==> config.mk <==
export PLATFORM = sky130hd
export DESIGN_NAME = anc_sequencer
export DESIGN_NICKNAME = d
export VERILOG_FILES = /design/src/rtl/anc_sequencer.sv
export SDC_FILE = /design/constraint.sdc
export NUM_CORES = 1
export LEC_CHECK = 0
export CAP_MARGIN = 20
export CORE_ASPECT_RATIO = 0.8
export CORE_MARGIN = 2
export CORE_UTILIZATION = 45
export DETAILED_ROUTE_END_ITERATION = 16
export GPL_TIMING_DRIVEN = 1
export PLACE_DENSITY = 0.84
export SYNTH_ARGS = -nofsm -noshare
export SYNTH_HDL_FRONTEND = slang
export SYNTH_SLANG_ARGS = --single-unit
==> constraint.sdc <==
create_clock -name i_clk -period 3.05 [get_ports i_clk]
set_input_delay 0.61 -clock i_clk [delete_from_list [all_inputs] [get_ports i_clk]]
set_output_delay 0.61 -clock i_clk [all_outputs]
set_load 0.03 [all_outputs]
==> src/rtl/anc_sequencer.sv <==
// rtl/anc_sequencer.sv - ANC adaptation sequencer: pairs mic samples, schedules LMS step size, detects divergence
module anc_sequencer #(
    parameter int                         NB_DATA  = 21,
    parameter int                         NBF_DATA = 20,
    parameter logic signed [NB_DATA-1:0]  MU_FAST  = 21'sh08000,
    parameter logic signed [NB_DATA-1:0]  MU_SLOW  = 21'sh00800,
    parameter int                         N_WARMUP = 4,
    parameter int                         N_FAST   = 1024,
    parameter logic signed [NB_DATA-1:0]  ERR_THR  = 21'sh60000,
    parameter int                         N_DIV    = 16
) (
    input  logic                      i_clk,
    input  logic                      i_rst_n,
    input  logic                      i_enable,
    input  logic                      i_freeze,
    input  logic [NB_DATA-1:0]        i_mic1,
    input  logic                      i_mic1_valid,
    output logic                      o_mic1_ready,
    input  logic [NB_DATA-1:0]        i_mic2,
    input  logic                      i_mic2_valid,
    output logic                      o_mic2_ready,
    input  logic signed [NB_DATA-1:0] i_error,
    output logic [NB_DATA-1:0]        o_mic1,
    output logic [NB_DATA-1:0]        o_mic2,
    output logic                      o_sample_en,
    output logic signed [NB_DATA-1:0] o_mu,
    output logic                      o_filt_rst,
    output logic [2:0]                o_state
);
    localparam int MAX_A = (N_FAST > N_WARMUP) ? N_FAST : N_WARMUP;
    localparam int MAX_N = (MAX_A > N_DIV) ? MAX_A : N_DIV;
    localparam int CNT_W = $clog2(MAX_N + 1);
    localparam logic [CNT_W-1:0] WARM_LAST = CNT_W'(N_WARMUP - 1);
    localparam logic [CNT_W-1:0] FAST_LAST = CNT_W'(N_FAST - 1);
    localparam logic [CNT_W-1:0] DIV_LAST  = CNT_W'(N_DIV - 1);
    localparam logic signed [NB_DATA:0] THR_EXT = {ERR_THR[NB_DATA-1], ERR_THR};

    typedef enum logic [2:0] {
        S_IDLE   = 3'd0,
        S_WARMUP = 3'd1,
        S_FAST   = 3'd2,
        S_SLOW   = 3'd3,
        S_FREEZE = 3'd4
    } state_t;

    state_t                     state, state_nxt, saved_q, saved_nxt;
    logic [CNT_W-1:0]           smp_cnt, smp_cnt_nxt, div_cnt, div_cnt_nxt;
    logic signed [NB_DATA-1:0]  mu_nxt;
    logic                       filt_rst_nxt, diverge, fire, err_en;
    logic                       mic1_full, mic2_full;
    logic [NB_DATA-1:0]         mic1_q, mic2_q;
    logic signed [NB_DATA:0]    err_ext, err_mag;
    logic                       over_thr;

    assign o_state      = state;
    assign o_mic1_ready = (state != S_IDLE) && !mic1_full;
    assign o_mic2_ready = (state != S_IDLE) && !mic2_full;
    assign fire         = i_enable && (state != S_IDLE) && mic1_full && mic2_full;

    // One extra bit so the most negative error still has a representable magnitude
    assign err_ext  = {i_error[NB_DATA-1], i_error};
    assign err_mag  = err_ext[NB_DATA] ? -err_ext : err_ext;
    assign over_thr = (err_mag >= THR_EXT);

    always_comb begin
        state_nxt   = state;
        saved_nxt   = saved_q;
        smp_cnt_nxt = smp_cnt;
        div_cnt_nxt = div_cnt;
        diverge     = 1'b0;
        if (err_en && (state == S_FAST || state == S_SLOW)) begin
            if (!over_thr)
                div_cnt_nxt = '0;
            else if (div_cnt == DIV_LAST)
                diverge = 1'b1;
            else
                div_cnt_nxt = div_cnt + CNT_W'(1);
        end
        if (!i_enable) begin
            state_nxt   = S_IDLE;
            smp_cnt_nxt = '0;
            div_cnt_nxt = '0;
        end else begin
            case (state)
                S_IDLE: begin
                    state_nxt   = S_WARMUP;
                    smp_cnt_nxt = '0;
                    div_cnt_nxt = '0;
                end
                S_WARMUP: begin
                    if (fire) begin
                        if (smp_cnt == WARM_LAST) begin
                            state_nxt   = S_FAST;
                            smp_cnt_nxt = '0;
                        end else begin
                            smp_cnt_nxt = smp_cnt + CNT_W'(1);
                        end
                    end
                end
                S_FAST, S_SLOW: begin
                    if (diverge) begin
                        state_nxt   = S_WARMUP;
                        smp_cnt_nxt = '0;
                        div_cnt_nxt = '0;
                    end else if (i_freeze) begin
                        saved_nxt = state;
                        state_nxt = S_FREEZE;
                    end else if (fire && state == S_FAST) begin
                        if (smp_cnt == FAST_LAST) begin
                            state_nxt   = S_SLOW;
                            smp_cnt_nxt = '0;
                        end else begin
                            smp_cnt_nxt = smp_cnt + CNT_W'(1);
                        end
                    end
                end
                S_FREEZE: begin
                    if (!i_freeze)
                        state_nxt = saved_q;
                end
                default: state_nxt = S_IDLE;
            endcase
        end

        case (state_nxt)
            S_FAST:  mu_nxt = MU_FAST;
            S_SLOW:  mu_nxt = MU_SLOW;
            default: mu_nxt = '0;
        endcase
        filt_rst_nxt = (state_nxt == S_WARMUP) && (state != S_WARMUP);
    end

    always_ff @(posedge i_clk or negedge i_rst_n) begin
        if (!i_rst_n) begin
            state      <= S_IDLE;
            saved_q    <= S_FAST;
            smp_cnt    <= '0;
            div_cnt    <= '0;
            o_mu       <= '0;
            o_filt_rst <= 1'b0;
        end else begin
            state      <= state_nxt;
            saved_q    <= saved_nxt;
            smp_cnt    <= smp_cnt_nxt;
            div_cnt    <= div_cnt_nxt;
            o_mu       <= mu_nxt;
            o_filt_rst <= filt_rst_nxt;
        end
    end

    always_ff @(posedge i_clk or negedge i_rst_n) begin
        if (!i_rst_n) begin
            mic1_full   <= 1'b0;
            mic2_full   <= 1'b0;
            mic1_q      <= '0;
            mic2_q      <= '0;
            o_mic1      <= '0;
            o_mic2      <= '0;
            o_sample_en <= 1'b0;
            err_en      <= 1'b0;
        end else begin
            o_sample_en <= fire;
            err_en      <= o_sample_en;
            if (!i_enable || state == S_IDLE) begin
                mic1_full <= 1'b0;
                mic2_full <= 1'b0;
            end else if (fire) begin
                mic1_full <= 1'b0;
                mic2_full <= 1'b0;
                o_mic1    <= mic1_q;
                o_mic2    <= mic2_q;
            end else begin
                if (i_mic1_valid && o_mic1_ready) begin
                    mic1_q    <= i_mic1;
                    mic1_full <= 1'b1;
                end
                if (i_mic2_valid && o_mic2_ready) begin
                    mic2_q    <= i_mic2;
                    mic2_full <= 1'b1;
                end
            end
        end
    end
endmodule

Word level (Yosys, flattened, before mapping)
Index checks and enable logic that the tools add are counted.

word-level totals
  word-level logic and storage cells = 95
  bits of input ports = 69
  output and inout bits = 70
  flip-flop bits (word level) = 138

operators by class
  bitwise gates (word level) = 3
  multiplexer cells = 34
  magnitude comparators = 1
  add/sub/neg operators = 3
  equal/unequal tests = 15
  reductions and logical operators = 25

operators with widths
  cell                                                                     number
  11-bit 2-to-1 mux                                                        12
  11-bit one-hot mux with 3 select lines                                   1
  16-bit one-hot mux with 2 select lines                                   1
  3-bit 2-to-1 mux                                                         8
  11-bit by 1-bit adder with 11-bit output, second input constant          2
  22-bit by 20-bit >= comparator with 1-bit output, second input constant  1
  22-bit 2-to-1 mux                                                        1
  21-bit negator with 22-bit output                                        1
  11-bit one-hot mux with 2 select lines                                   1
  3-bit by 2-bit == test with 1-bit output, second input constant          4
  3-bit one-hot mux with 4 select lines                                    1
  11-bit by 10-bit == test with 1-bit output, second input constant        1
  11-bit by 2-bit == test with 1-bit output, second input constant         1
  11-bit by 4-bit == test with 1-bit output, second input constant         1
  1-bit logical AND                                                        10
  1-bit 2-to-1 mux                                                         9
  3-bit AND reduction                                                      3
  3-bit nonzero test                                                       3
  4-bit != test, second input constant                                     2
  3-bit by 1-bit == test with 1-bit output, second input constant          2
  4-bit by 1-bit != test with 1-bit output, second input constant          1
  4-bit AND reduction                                                      1
  3-bit == test, second input constant                                     1
  1-bit zero test                                                          3
  other kinds (7)                                                          10

Logic depth before layout (Yosys ltp)
Gate-level depths: netlist of the first run.

  depth in word-level cells = 12
  gate-level depth with buffers = 8
  depth with buffers taken out = 7

Worst setup path after synthesis of the first run
OpenSTA, ideal clock, no wires.

  path type = input -> register
  from = input port i_enable
  to = register smp_cnt[8]
  data required time = 2.981 ns
  library setup time = 0.069 ns
  path slack = 0.781 ns
  arrival = 2.200 ns
  stages = 7
  path buffers = 1
  cells stage by stage = clkbuf_1 inv_1 nor3_1 o21ai_0 a21o_1 or4b_1 nand3_1

on the way
  word-level cells in the longest chain between the ends = 6
  elaborated cells on any way between the ends = 10
  those cells by class = eq/ne: 4; mux: 1; reduce/logical: 5

RTL lines
  what                             RTL line  RTL
  start: declaration               14        input logic i_enable,
  1-bit logical AND (3 in series)  58        assign fire = i_enable && (state != S_IDLE) && mic1_full && mic2_full;
  1-bit logical AND                108       end else if (fire && state == S_FAST) begin
  4-bit != test (no line)          --
  4-bit AND reduction (no line)    --
  end signal: assignment           144       smp_cnt <= smp_cnt_nxt;
  end: declaration                 47        logic [CNT_W-1:0] smp_cnt, smp_cnt_nxt, div_cnt, div_cnt_nxt;

Parallel ways exist; a longest one is shown, timed or not.
A chain may end at the register's enable or synchronous reset.

Worst setup path in the final report of the first run
  from = register state[0] (netlist: o_state[0])
  to = output port o_mic2_ready

on the way
  word-level cells in the longest chain between the ends = 2

RTL lines
  what                      RTL line  RTL
  start: declaration        46        state_t state, state_nxt, saved_q, saved_nxt;
  start signal: assignment  142       state <= state_nxt;
  3-bit nonzero test        57        assign o_mic2_ready = (state != S_IDLE) && !mic2_full;
  1-bit logical AND         57
  end: declaration          21        output logic o_mic2_ready,

Every way passes these cells.

==> impl_metrics.yaml, run 1 <==
global_route:
  number_of_antenna_violations_at_the_first_check_in_global_routing: 0
  global_route_total_overflow: 0
  pin_count_of_the_biggest_net_entering_global_routing: 53
  grt_pass1_wl_um: 19200
  first_global_vias: 3971
  track_usage_pct: 19.09
timing:
  max_freq_mhz: 375.4
  timing_max_transition_violations_final: 0
  timing.final.hold_violations: 0
  final_min_period_over_clock_period_pct: 87.35
  setup_viol_count_final: 0
  fin_skew_ns: 0.008777
  rsz_0062_raised_after_global_routing: "false"
  relSlewSlack_pct: 35.48
  tightestPinTransition_ns: 0.9595
  layout_min_cycle_time_ns: 2.664
  tns_ns: 0
final_layout:
  final_area_sq_um: 7288
  fin_nets: 636
  layout-area-overhead-vs-synth_pct: 37.32
  insertedDiodeCount: 0
  final_layout_size_suffix_gt1_share_pct: 24.22
  utilization_pct: 63.28
floorplan:
  die_width_um: 125.4
  initial_utilization_pct: 46.08
  die_area_sq_um: 12690
  fp.dieH_um: 101.1
  num_rows: 35
  io_pins: 139
  fp.coreArea_sq_um: 11520
cts:
  cts_buffer_depth: 2
  worst_skew_pair.late_latency_ns: 0.40
  cts_inserted_buffers: 17
  tritoncts: "done"
  ctsResizeCount: 0
  cts_num_sinks: 119
  cts.clk_slew.worst_paths_ns: 0.06
  htreeDepth: 4
  clock-root-buffer: "sky130_fd_sc_hd__clkbuf_16"
  post_cts_setup_bufs: 0
  postCtsHoldBufs: 0
route:
  drc: 0
  drt_first_iter_violations: 327
  route.detailed.wl_per_inst_um: 16.54
  route.antenna.remaining_nets: 0
  vias: 3898
  drt_pre_antenna_iters: 5
  wl_um: 12010
  vias_per_cell: 5.369
setup_path:
  worstPathArrival_ns: 2.05
  worst_setup_path_start_kind: "flip-flop"
  timing.critical_path.to: "o_mic2_ready"
  path_cells: "or2_2, nor2_1, nor2_1, clkdlybuf4s50_1"
  cp-end-kind: "primary output"
  crit_slowest_cell: "sky130_fd_sc_hd__clkdlybuf4s50_1"
  required_ns: 2.44
  worst-path-max-fanout: 9
  critical_path_buf_inv_count: 1
  critical_path.reg2reg.endpoint: "smp_cnt[5]$_DFFE_PN0P_"
  reg2reg_setup_slack_ns: 0.41
  criticalPathCategory: "flip-flop to primary output"
  timing.critical_path.depth: 4
  path_common_cell: "sky130_fd_sc_hd__nor2_1"
  r2r_cells: 6
  worst_setup_path_startpoint: "o_state[0]$_DFF_PN0_"
  reg2reg_from: "div_cnt[7]$_DFF_PN0_"
  worst_path_dominant_cell_family: "buffers and inverters"
  max_stage_delay_ns: 0.60
outcome:
  outcome: "complete, no violations"
logic_synthesis:
  count_of_flip_flops_with_a_built_in_enable_after_synthesis: 0
  syn_area_sq_um: 5308
  fraction_of_registers_with_async_set_reset_pct: 100.0
  synth.area.top_cells: "sky130_fd_sc_hd__dfrtp_1 (56%), sky130_fd_sc_hd__mux2_2 (18%), sky130_fd_sc_hd__buf_4 (2.8%)"
  ys_seq_area_share_pct: 56.13
  postSynthRegisterBits: 119
  synth.top_cell.area_share_pct: 55.63
  syn_inst: 433
  top_count_cell_post_synth: "sky130_fd_sc_hd__dfrtp_1"
  yosys.cell_types.count: 52
  synth_top_cells_by_count: "sky130_fd_sc_hd__dfrtp_1 (118), sky130_fd_sc_hd__mux2_2 (85), sky130_fd_sc_hd__nor2_1 (29)"
  synth_warnings: 0
  synth_largest_area_cell: "sky130_fd_sc_hd__dfrtp_1"
  synth.avg_cell_area_sq_um: 12.26
  dominantRegCellSynth: "sky130_fd_sc_hd__dfrtp_1"
hold_path:
  hp-class: "input port to async pin"
power:
  irDropWorstVdd_mv: 0.3709
  leakage_component_of_the_power_nw: 3.197
  pwr_density_cell_nw_per_um2: 625.5
placed_design:
  gp_congestion: 0.8433
  port-buffer-count: 119
  placement.cell_area_sq_um: 6646
  dp.final_hpwl_um: 8245
flow_run:
  drv_cap: 0
==> worst min path at each step <==
stage,startpoint,depth (start not counted),slack [ns],endpoint
2_1_floorplan,i_rst_n,0,0.31,div_cnt[0]$_DFF_PN0_
3_3_place_gp,o_sample_en$_DFF_PN0_,0,0.36,err_en$_DFF_PN0_
3_5_place_dp,o_sample_en$_DFF_PN0_,0,0.37,err_en$_DFF_PN0_
4_1_cts,i_rst_n,1,0.25,mic1_q[6]$_DFFE_PN0P_
5_1_grt,i_rst_n,1,0.28,mic1_q[6]$_DFFE_PN0P_
6_report,i_rst_n,1,0.23,mic1_q[14]$_DFFE_PN0P_
==> power breakdown <==
| part | switching [W] | internal (W) |
|---|---|---|
| Clock | 0.000725 | 0.00143 |
| Sequential | 0.0000906 | 0.00176 |
| Combinational | 0.000264 | 0.000296 |
| Total | 0.00108 | 0.00348 |
==> final cells by class <==
class | count | area [sq um]
flip-flops and latches | 119 | 2979
inverters | 8 | 30.03
clock buffers | 20 | 456.7
well taps | 148 | 185.2
multi-input cells | 290 | 2176
fillers | 872 | 4229
repair buffers | 129 | 1276
clock inverters | 12 | 185.2
==> routing by layer <==
metal	global-route usage (%)	share of wire, %
met3	8.188	8.3
met4	5.897	1.5
met5	0	0
met2	31.77	49
met1	22.83	41
==> through the flow <==
stage	hold slack [ns]	std cells	setup WS [ns]	power, W
finish	0.2338	726	0.3859	0.004559
global route	0.2815	726	0.2819	0.004734
CTS	0.2493	726	0.3759	0.004604
detailed placement	0.3671	694	0.02861	0.002435
global placement	0.3648	694	0.3024	0.002396
floorplan	0.3144	451	0.7814	0.002181
==> placed cells by master (no fill, tap or decap), drive strengths merged, types with 3 or more instances in the layout <==
cell type,n
mux2,85
nand2,23
inv,14
conb,19
buf,11
o22ai,4
nand2b,4
dfrtp,118
nor2b,6
or2,3
nand3,11
a31oi,3
or3,4
a21oi,10
xor2,3
o31ai,6
o21ai,9
clkdlybuf4s50,118
nor2,29
bufinv,4
nor3,7
nand4,3
a211oi,5
and3,11
clkbuf,20
nor4,7
xnor2,7
==> worst register-to-register path: stages, from the launching register on <==
cell	delay, ns
sky130_fd_sc_hd__dfrtp_1	0.41
sky130_fd_sc_hd__or4_4	0.56
sky130_fd_sc_hd__nor4_4	0.15
sky130_fd_sc_hd__and3_1	0.43
sky130_fd_sc_hd__o221ai_4	0.28
sky130_fd_sc_hd__o21bai_1	0.37
sky130_fd_sc_hd__o31ai_1	0.32
==> kinds of logic after synthesis <==
group / count (synthesis) / synth area share (%)
DFF: 119 / 56.13
other: 1 / 0.07065
and+or+nand+nor: 123 / 12.49
AOI/OAI and AO/OA: 50 / 6.530
adders and majority gates: 2 / 0.4714
buffers and inverters: 42 / 4.432
xor gates and xnor gates: 10 / 1.650
muxes: 86 / 18.22
==> sequential cells by signal, summed over array words and instances, names as in the netlist, 3 cells and up <==
| register | count |
|---|---|
| smp_cnt | 11 |
| o_mic1 | 21 |
| mic2_q | 21 |
| div_cnt | 11 |
| saved_q | 3 |
| o_mic2 | 21 |
| mic1_q | 21 |
| o_state | 3 |
(Power assumes the default switching activity.)
==> run 2: changes to the inputs <==
--- a/config.mk
+++ b/config.mk
@@ -5,9 +5,8 @@
 export SDC_FILE = /design/constraint.sdc
 export NUM_CORES = 1
 export LEC_CHECK = 0
-export CAP_MARGIN = 20
+export CAP_MARGIN = 25
 export CORE_ASPECT_RATIO = 0.8
-export CORE_MARGIN = 2
 export CORE_UTILIZATION = 45
 export DETAILED_ROUTE_END_ITERATION = 16
 export GPL_TIMING_DRIVEN = 1
==> impl_metrics.yaml, run 2 (synthesis gave the netlist of run 1 again) <==
outcome:
  outcome: "complete, no violations"
final_layout:
  layout-area-overhead-vs-synth_pct: 37.08
  utilization_pct: 63.17
  insertedDiodeCount: 0
  mostFrequentLayoutCells: "sky130_fd_sc_hd__dfrtp_1 (118), sky130_fd_sc_hd__clkdlybuf4s50_1 (118), sky130_fd_sc_hd__mux2_2 (85), sky130_fd_sc_hd__nor2_1 (27), sky130_fd_sc_hd__nand2_1 (23)"
  fin_nets: 635
  final_layout_size_suffix_gt1_share_pct: 23.74
setup_path:
  worstPathArrival_ns: 2.08
  max_stage_delay_ns: 0.61
  path_cells: "or2_2, nor2_1, nor2_1, clkdlybuf4s50_1"
  worst_setup_path_start_kind: "flip-flop"
  cp-end-kind: "primary output"
  criticalPathCategory: "flip-flop to primary output"
  worst-path-max-fanout: 9
  path_common_cell: "sky130_fd_sc_hd__nor2_1"
  required_ns: 2.44
  crit_slowest_cell: "sky130_fd_sc_hd__clkdlybuf4s50_1"
timing:
  tns_ns: 0
  tightestPinTransition_ns: 0.9390
  fin_skew_ns: 0.009630
  setup_viol_count_final: 0
  post-route-worst-setup-slack_ns: 0.3641
  whs_ns: 0.2600
  final_min_period_over_clock_period_pct: 88.06
  max_freq_mhz: 372.3
  relSlewSlack_pct: 36.87
  rsz_0062_raised_after_global_routing: "false"
  timing_max_transition_violations_final: 0
  layout_min_cycle_time_ns: 2.686
  timing.final.hold_violations: 0
route:
  drt_first_iter_violations: 302
  route.detailed.wl_per_inst_um: 16.13
  vias_per_cell: 5.303
  route.antenna.remaining_nets: 0
  drt_pre_antenna_iters: 4
  drc: 0
  wl_um: 11690
  vias: 3845
global_route:
  global_route_total_overflow: 0
  first_global_vias: 4120
  grt_pass1_wl_um: 20070
  pin_count_of_the_biggest_net_entering_global_routing: 120
  track_usage_pct: 21.51
  number_of_antenna_violations_at_the_first_check_in_global_routing: 0
flow_run:
  drv_cap: 0
hold_path:
  hp-class: "input port to async pin"
floorplan:
  fp.dieH_um: 99.14
  io_pins: 139
  num_rows: 35
  initial_utilization_pct: 46.08
  die_area_sq_um: 12240
  die_width_um: 123.4
  fp.coreArea_sq_um: 11520
power:
  netSwitchingFraction_pct: 23.30
  pwr_density_cell_nw_per_um2: 616.8
  total_power_w: 0.004488
  power.switching_w: 0.001046
  irDropWorstVdd_mv: 0.4207
  internal_w: 0.003442
  leakage_component_of_the_power_nw: 3.178
  seq_power_share_pct: 41.2
  p_clk_share_pct: 46.4
  combPwrFrac_pct: 12.4
cts:
  cts_inserted_buffers: 17
  clock-root-buffer: "sky130_fd_sc_hd__clkbuf_16"
  cts_buffer_depth: 2
  worst_skew_pair.late_latency_ns: 0.42
  htreeDepth: 4
  tritoncts: "done"
  post_cts_setup_bufs: 0
  cts_num_sinks: 119
  cts.clk_slew.worst_paths_ns: 0.05
  postCtsHoldBufs: 0
  ctsResizeCount: 0
placed_design:
  gp_congestion: 0.9349
  dp.final_hpwl_um: 8305
  placement.setup.worst_slack_ns: 0.2676
  port-buffer-count: 119
[run 2: per-stage QoR]
stage / cells / instance area (sq um)
CTS: 725 / 7276
finish: 725 / 7276
detailed placement: 693 / 6651
floorplan: 451 / 5375
global route: 725 / 7276
global placement: 693 / 6651
[run 2: cell type report]
cell class              instances  area (sq um)
multi-input cells             290          2176
clock buffers                  21         450.4
clock inverters                11         173.9
repair buffers                128          1281
fillers                       880          4242
inverters                       8         30.03
flip-flops and latches        119          2979
well taps                     148         185.2
[run 2: power groups by stage]
stage / logic [W] / clock network [W] / registers (W)
after CTS: 0.000563 / 0.00212 / 0.00185
after floorplan: 0.000266 / 0 / 0.00191
after global placement: 0.000541 / 0 / 0.00186
final: 0.000556 / 0.00208 / 0.00185
after detailed placement: 0.000560 / 0 / 0.00188
after global routing: 0.000600 / 0.00220 / 0.00187
[run 2: critical path: cells and delay by family, from the launching register on]
family	cells	cell delay (ns)
AND/OR/NAND/NOR	3	0.57
flip-flops	1	0.48
buffers and inverters	1	0.61
[run 2: worst paths after layout]
path | from | end | slack, ns | depth (start not counted)
setup / recovery | o_state[0]$_DFF_PN0_ | o_mic2_ready | 0.36 | 4
hold / removal | i_rst_n | mic1_q[13]$_DFFE_PN0P_ | 0.26 | 2
setup reg to reg | smp_cnt[0]$_DFFE_PN0P_ | smp_cnt[0]$_DFFE_PN0P_ | 0.48 | 7
hold reg to reg | o_sample_en$_DFF_PN0_ | err_en$_DFF_PN0_ | 0.38 | 0
max in group asynchronous | i_rst_n | o_mu[15]$_DFF_PN0_ | 2.32 | 2
min in group i_clk | o_sample_en$_DFF_PN0_ | err_en$_DFF_PN0_ | 0.38 | 0
[run 2: per-layer routing]
metal | track usage (%) | wire (um) | vias to the layer above
li1 | - | - | 1781
met1 | 26.01 | 4804 | 1907
met2 | 34.25 | 5666 | 132
met3 | 8.142 | 967 | 25
met4 | 9.546 | 255 | 0
met5 | 0 | 0 | -
==> run 3: changes to the inputs <==
--- a/config.mk
+++ b/config.mk
@@ -11,6 +11,7 @@
 export DETAILED_ROUTE_END_ITERATION = 16
 export GPL_TIMING_DRIVEN = 1
 export PLACE_DENSITY = 0.84
+export SLEW_MARGIN = 30
 export SYNTH_ARGS = -nofsm -noshare
 export SYNTH_HDL_FRONTEND = slang
 export SYNTH_SLANG_ARGS = --single-unit
==> results of run 3 <==
Same layout as run 2: the final DEF is identical, and so are final timing and power.
